## src/rtl/dpi_pkg.sv

```systemverilog
// Shared widths and FSM encoding for the DPI stream sequencer and its stream table.
package dpi_pkg;

    localparam int unsigned NUM_SID = 64;
    localparam int unsigned SID_W   = 6;
    localparam int unsigned KEY_W   = 16;
    localparam int unsigned EOP_GAP = 1;
    localparam int unsigned CNT_W   = 16;
    localparam int unsigned BYTE_W  = 8;
    localparam int unsigned GAP_W   = (EOP_GAP > 1) ? $clog2(EOP_GAP) : 1;

    typedef enum logic [2:0] {
        ST_IDLE,
        ST_KEY1,
        ST_LOOKUP,
        ST_LOAD,
        ST_GAP,
        ST_STREAM,
        ST_EOP_WAIT,
        ST_EOP
    } seq_state_t;

endpackage

```

## src/rtl/dpi_stream_sequencer_if.sv

```systemverilog
// Byte-serial packet ingress bus with valid/ready handshake and sop/eop framing.
interface dpi_stream_sequencer_if;

    logic [7:0] pkt_data;
    logic       pkt_vld;
    logic       pkt_sop;
    logic       pkt_eop;
    logic       pkt_rdy;

    modport master (output pkt_data, pkt_vld, pkt_sop, pkt_eop, input pkt_rdy);
    modport slave  (input pkt_data, pkt_vld, pkt_sop, pkt_eop, output pkt_rdy);

endinterface

```

## src/rtl/dpi_stream_table.sv

```systemverilog
// Fully associative flow-key to stream-ID table with single-cycle lookup/allocate.
module dpi_stream_table
    import dpi_pkg::*;
(
    input  logic             clk,
    input  logic             rst_n,
    input  logic [KEY_W-1:0] key,
    input  logic             alloc,
    output logic             hit_c,
    output logic [SID_W-1:0] sid_c
);

    logic [KEY_W-1:0]   keys [NUM_SID];
    logic [NUM_SID-1:0] valid;
    logic [SID_W-1:0]   rep_ptr;
    logic               free_c;
    logic [SID_W-1:0]   hit_idx_c;
    logic [SID_W-1:0]   free_idx_c;

    // Descending scan so the lowest matching / lowest free index wins.
    always_comb begin
        hit_c      = 1'b0;
        free_c     = 1'b0;
        hit_idx_c  = '0;
        free_idx_c = '0;
        for (int i = int'(NUM_SID) - 1; i >= 0; i--) begin
            if (valid[i] && (keys[i] == key)) begin
                hit_c     = 1'b1;
                hit_idx_c = SID_W'(i);
            end
            if (!valid[i]) begin
                free_c     = 1'b1;
                free_idx_c = SID_W'(i);
            end
        end
        sid_c = hit_c ? hit_idx_c : (free_c ? free_idx_c : rep_ptr);
    end

    // rep_ptr wraps at NUM_SID naturally since NUM_SID == 2**SID_W.
    always_ff @(posedge clk or negedge rst_n) begin
        if (!rst_n) begin
            valid   <= '0;
            rep_ptr <= '0;
        end else if (alloc && !hit_c) begin
            valid[sid_c] <= 1'b1;
            if (!free_c) begin
                rep_ptr <= rep_ptr + SID_W'(1);
            end
        end
    end

    always_ff @(posedge clk) begin
        if (alloc && !hit_c) begin
            keys[sid_c] <= key;
        end
    end

endmodule

```

## src/rtl/dpi_stream_sequencer.sv

```systemverilog
// Packet-to-matcher sequencer: extracts the flow key, maps it to a stream ID and
// drives load_state / payload chars / eop to the per-regex matchers.
module dpi_stream_sequencer
    import dpi_pkg::*;
(
    input  logic                  clk,
    input  logic                  rst_n,
    dpi_stream_sequencer_if.slave pkt,
    input  logic                  cfg_we,
    input  logic [SID_W-1:0]      cfg_sid,
    input  logic                  cfg_en,
    output logic [BYTE_W-1:0]     char_in,
    output logic                  char_in_vld,
    output logic                  load_state,
    output logic [SID_W-1:0]      stream_id,
    output logic                  new_stream_id,
    output logic                  enable,
    output logic                  eop,
    output logic [CNT_W-1:0]      pkt_cnt,
    output logic [CNT_W-1:0]      drop_cnt
);

    seq_state_t         state;
    logic               rdy;
    logic               accept_c;
    logic [KEY_W-1:0]   key;
    logic [SID_W-1:0]   sid_q;
    logic               new_q;
    logic [GAP_W-1:0]   gap_cnt;
    logic [NUM_SID-1:0] mask;
    logic               tbl_hit_c;
    logic [SID_W-1:0]   tbl_sid_c;

    assign pkt.pkt_rdy = rdy;
    assign accept_c    = pkt.pkt_vld && rdy;

    dpi_stream_table u_table (
        .clk   (clk),
        .rst_n (rst_n),
        .key   (key),
        .alloc (state == ST_LOOKUP),
        .hit_c (tbl_hit_c),
        .sid_c (tbl_sid_c)
    );

    always_ff @(posedge clk or negedge rst_n) begin
        if (!rst_n) begin
            mask <= '0;
        end else if (cfg_we) begin
            mask[cfg_sid] <= cfg_en;
        end
    end

    // Outputs trail the state by one cycle; rdy is registered alongside the next state.
    always_ff @(posedge clk or negedge rst_n) begin
        if (!rst_n) begin
            state         <= ST_IDLE;
            rdy           <= 1'b0;
            key           <= '0;
            sid_q         <= '0;
            new_q         <= 1'b0;
            gap_cnt       <= '0;
            char_in       <= '0;
            char_in_vld   <= 1'b0;
            load_state    <= 1'b0;
            new_stream_id <= 1'b0;
            stream_id     <= '0;
            enable        <= 1'b0;
            eop           <= 1'b0;
            pkt_cnt       <= '0;
            drop_cnt      <= '0;
        end else begin
            char_in_vld   <= 1'b0;
            load_state    <= 1'b0;
            new_stream_id <= 1'b0;
            eop           <= 1'b0;
            case (state)
                ST_IDLE: begin
                    rdy <= 1'b1;
                    if (accept_c && pkt.pkt_sop) begin
                        key[KEY_W-1 -: 8] <= pkt.pkt_data;
                        if (pkt.pkt_eop) begin
                            drop_cnt <= drop_cnt + CNT_W'(1);
                        end else begin
                            state <= ST_KEY1;
                        end
                    end
                end
                ST_KEY1: begin
                    if (accept_c) begin
                        key[7:0] <= pkt.pkt_data;
                        if (pkt.pkt_eop) begin
                            drop_cnt <= drop_cnt + CNT_W'(1);
                            state    <= ST_IDLE;
                        end else begin
                            rdy   <= 1'b0;
                            state <= ST_LOOKUP;
                        end
                    end
                end
                ST_LOOKUP: begin
                    sid_q <= tbl_sid_c;
                    new_q <= !tbl_hit_c;
                    state <= ST_LOAD;
                end
                ST_LOAD: begin
                    load_state    <= 1'b1;
                    new_stream_id <= new_q;
                    stream_id     <= sid_q;
                    // Forward a same-cycle mask write so the latched enable is current.
                    enable        <= (cfg_we && (cfg_sid == sid_q)) ? cfg_en : mask[sid_q];
                    state         <= ST_GAP;
                end
                ST_GAP: begin
                    rdy   <= 1'b1;
                    state <= ST_STREAM;
                end
                ST_STREAM: begin
                    if (accept_c) begin
                        char_in     <= pkt.pkt_data;
                        char_in_vld <= 1'b1;
                        if (pkt.pkt_eop) begin
                            rdy     <= 1'b0;
                            gap_cnt <= '0;
                            state   <= ST_EOP_WAIT;
                        end
                    end
                end
                ST_EOP_WAIT: begin
                    if (gap_cnt == GAP_W'(EOP_GAP - 1)) begin
                        state <= ST_EOP;
                    end else begin
                        gap_cnt <= gap_cnt + GAP_W'(1);
                    end
                end
                ST_EOP: begin
                    eop     <= 1'b1;
                    pkt_cnt <= pkt_cnt + CNT_W'(1);
                    rdy     <= 1'b1;
                    state   <= ST_IDLE;
                end
                default: begin
                    rdy   <= 1'b1;
                    state <= ST_IDLE;
                end
            endcase
        end
    end

endmodule

```

## src/flat_wrapper.sv

```systemverilog
// flat-port wrapper written by rule: the top's interface ports become plain ports
module dpi_stream_sequencer_flat import dpi_pkg::*;
  (clk, rst_n, cfg_we, cfg_sid, cfg_en, char_in, char_in_vld, load_state, stream_id, new_stream_id, enable, eop, pkt_cnt, drop_cnt, pkt_pkt_data, pkt_pkt_vld, pkt_pkt_sop, pkt_pkt_eop, pkt_pkt_rdy);
  dpi_stream_sequencer_if pkt_i ();
  input  logic clk;
  input  logic rst_n;
  input  logic cfg_we;
  input  logic [SID_W-1:0] cfg_sid;
  input  logic cfg_en;
  output logic [BYTE_W-1:0] char_in;
  output logic char_in_vld;
  output logic load_state;
  output logic [SID_W-1:0] stream_id;
  output logic new_stream_id;
  output logic enable;
  output logic eop;
  output logic [CNT_W-1:0] pkt_cnt;
  output logic [CNT_W-1:0] drop_cnt;
  input wire logic [$bits(pkt_i.pkt_data)-1:0] pkt_pkt_data;
  input wire logic [$bits(pkt_i.pkt_vld)-1:0] pkt_pkt_vld;
  input wire logic [$bits(pkt_i.pkt_sop)-1:0] pkt_pkt_sop;
  input wire logic [$bits(pkt_i.pkt_eop)-1:0] pkt_pkt_eop;
  output wire logic [$bits(pkt_i.pkt_rdy)-1:0] pkt_pkt_rdy;
  assign pkt_i.pkt_data = pkt_pkt_data;
  assign pkt_i.pkt_vld = pkt_pkt_vld;
  assign pkt_i.pkt_sop = pkt_pkt_sop;
  assign pkt_i.pkt_eop = pkt_pkt_eop;
  assign pkt_pkt_rdy = pkt_i.pkt_rdy;
  dpi_stream_sequencer u_core (.clk(clk), .rst_n(rst_n), .pkt(pkt_i), .cfg_we(cfg_we), .cfg_sid(cfg_sid), .cfg_en(cfg_en), .char_in(char_in), .char_in_vld(char_in_vld), .load_state(load_state), .stream_id(stream_id), .new_stream_id(new_stream_id), .enable(enable), .eop(eop), .pkt_cnt(pkt_cnt), .drop_cnt(drop_cnt));
endmodule
```

## config.mk

```make
export PLATFORM = sky130hd
export DESIGN_NAME = dpi_stream_sequencer_flat
export DESIGN_NICKNAME = d
export VERILOG_FILES = /design/src/rtl/dpi_pkg.sv /design/src/rtl/dpi_stream_sequencer_if.sv /design/src/rtl/dpi_stream_table.sv /design/src/rtl/dpi_stream_sequencer.sv /design/src/flat_wrapper.sv
export SDC_FILE = /design/constraint.sdc
export NUM_CORES = 2
export LEC_CHECK = 0
export CAP_MARGIN = 20
export CORE_UTILIZATION = 63
export CTS_CLUSTER_SIZE = 10
export DETAILED_ROUTE_END_ITERATION = 10
export PLACE_DENSITY = 0.79
export SYNTH_ARGS = -nofsm -noshare
export SYNTH_HDL_FRONTEND = slang
export SYNTH_SLANG_ARGS = --single-unit
```

## constraint.sdc

```tcl
create_clock -name clk -period 6.6 [get_ports clk]
set_input_delay 1.32 -clock clk [delete_from_list [all_inputs] [get_ports clk]]
set_output_delay 1.32 -clock clk [all_outputs]
set_load 0.02 [all_outputs]
```

==> metrics.cfg <==
[run_status]
status = finished, final reports clean

[global_route]
grt_util_met2 = 0.499
use_met3 = 0.0632
antenna_found_initial = 2
grt_busiest_layer = met2
grt_usage = 0.324
grt_max_degree = 128
overflow = 0
grt_pass1_wl_um = 228000
grt_pass1_vias = 37419
met1_usage = 0.460

[yosys]
netlist_top_cells_area = edfxtp_1, dfrtp_1, xnor2_1
ys_async_sr_fraction = 0.172
postSynthCellCount = 4256
synth_common_cells = edfxtp_1, xnor2_1, xor2_1, nand2_1, nand4_1
synth_ff_type = edfxtp_1
synth_top_area_share = 0.530
synth_nets = 4280
yosysMostFrequentCell = edfxtp_1
avgSynthCellArea_um2 = 13.6
syn_area_mm2 = 0.0580
synth_edf_count = 1024
ys_seq_area_frac = 0.622
synth-seq-cells = 1236
synth.largest_area_cell = edfxtp_1
synth_warnings = 0
synth_cell_types = 88

[place]
dp.cells = 5563
place_congestion = 1.07
post-dp-hpwl_um = 98500
place_area_mm2 = 0.0611
dp_slack_ps = 444
place.port_buffers = 72

[finish]
nNetsFinal = 4561
drive_gt1_frac = 0.127
post-route-util = 0.722
syn2layout_area_growth_pct = 12.7
design_area_mm2 = 0.0654
fin_cells = 5801

[setup_path]
cp.required_ps = 7040
reg2reg_slack_ps = 220
setup.worst_path.end_class = flip-flop
crit_arrival_ps = 6820
crit_end = u_core.u_table.keys[51][14]
worstPathMaxFanout = 43
timing.rr.start = u_core.key[5]
rr_worst_depth = 14
startpoint = u_core.key[5]
cp-start-kind = flip-flop
path_class = flip-flop to flip-flop
r2r-end = u_core.u_table.keys[51][14]

[pwr]
p_comb_frac = 0.324
pwr-share-clk = 0.274
p_leak_nw = 22.3
power.density_mw_per_mm2 = 406
p_switching_mw = 9.41
internal_power_mw = 17.1
pwr-share-seq = 0.402
vdd_ir_drop_max_v = 0.000272
power.total_mw = 26.5
sw_frac_of_total = 0.354

[min_path]
hp-class = flip-flop to flip-flop

[drt]
vias_per_cell = 6.48
postRouteAntennaNets = 0
finalWirelength_um = 150000
vias = 37584
wl_per_cell_um = 25.9
detail_route.iter0.violations = 4681
drc_errors = 0
dr.pass1.iters = 6

[clock_tree]
cts_tree = done
cts.sinks = 1236
post_cts_resized = 0
clockBufferDepth = 3
clk_pin_slew_ps = 50
hold_buffers = 0
clock_latency_ps = 760
cts_setup_buffers = 0
cts_made_buffers = 144
htree_levels = 4
root_buffer = clkbuf_16

[sta]
clock_skew_ps = 40.2
period_share = 0.967
final_hold_viol_count = 0
slew_headroom = 0.212
setup_ws_ps = 221
setup_viol_count_final = 0
finalCriticalPeriod_ps = 6380
finalMaxSlewViolations = 0
fmax_mhz = 157
tightestPinTransition_ps = 1170
tns_ps = 0
rsz0062_at_grt = false
whs_ps = 471

[floorplan]
start_util = 0.640
dieArea_mm2 = 0.0932
rows = 110
coreArea_mm2 = 0.0906
die_h_um = 305
die_x_um = 305
io_pins = 73

[job]
max_cap_viol_count = 0

## state kept, by name, summed over array words and instances, names as in the netlist
name / count
u_core.mask: 64
u_core.drop_cnt: 16
u_core.pkt.pkt_rdy: 1
u_core.sid_q: 6
u_core.key: 16
u_core.char_in_vld: 1
u_core.char_in: 8
u_core.enable: 1
u_core.u_table.valid: 64
u_core.eop: 1
u_core.u_table.rep_ptr: 6
u_core.stream_id: 6
u_core.new_stream_id: 1
u_core.new_q: 1
u_core.u_table.keys: 1024
u_core.pkt_cnt: 16
u_core.state: 3
u_core.load_state: 1
## layout make-up
type | instances | area [um^2]
antenna | 2 | 5.00
clock buffer | 217 | 4030
clock inverter | 15 | 184
fill | 5834 | 25200
inverter | 41 | 154
multi-input combinational | 2823 | 20600
sequential | 1236 | 36100
tap | 1176 | 1470
timing repair buffer | 291 | 2810
## cells in the final DEF, fill, tap and decap left out, types with 150 or more instances in the layout
master / instances
nand2_1: 234
xor2_1: 474
dfrtp_1: 195
clkbuf_16: 150
xnor2_1: 592
nand4_1: 228
buf_4: 178
edfxtp_1: 1024
nor4_1: 173
nor2_1: 199
## worst min path at each step
stage	cells after the start	from	slack [ps]	to
2_1_floorplan	1	u_core.new_q	440	u_core.new_q
4_1_cts	2	u_core.stream_id[1]	470	u_core.stream_id[1]
6_report	2	u_core.stream_id[1]	470	u_core.stream_id[1]
3_3_place_gp	1	u_core.drop_cnt[15]	460	u_core.drop_cnt[15]
3_5_place_dp	2	u_core.stream_id[1]	460	u_core.stream_id[1]
5_1_grt	1	u_core.drop_cnt[15]	490	u_core.drop_cnt[15]
## critical path, cell delays in order (launching register included)
cell and delay (ps):
dfrtp_4 1030, buf_4 300, xor2_1 220, nor4_1 80, nand2_1 70, nor4b_1 110
nor4_1 900, nand4_1 350, nor4_4 450, and2_1 360, nand3_1 470, nor2b_1 560
nand3_1 450, nor2_1 380, buf_4 310
## per-layer routing
layer	share of wire	vias up	wire length [um]
li1	-	16370	-
met1	0.40	18699	60800
met2	0.46	2169	68700
met3	0.10	346	15600
met4	0.034	0	5100
met5	0	-	0
## cells by family after synthesis
kind of cell | share of synthesized area
and+or+nand+nor | 0.141
xor gates and xnor gates | 0.161
adders and majority gates | 0.000648
muxes | 0.0241
buffers and inverters | 0.0240
DFF | 0.622
AOI/OAI and AO/OA | 0.0267
## power by group through the flow
stage / clock network, mW / logic [mW] / registers [mW]
after floorplan: 0 / 5.75 / 10.5
after global placement: 0 / 8.23 / 10.8
after detailed placement: 0 / 8.43 / 10.8
after CTS: 7.31 / 8.51 / 10.6
after global routing: 7.61 / 9.17 / 10.7
final: 7.28 / 8.59 / 10.7
No activity file was read; power rests on OpenSTA's default activity.
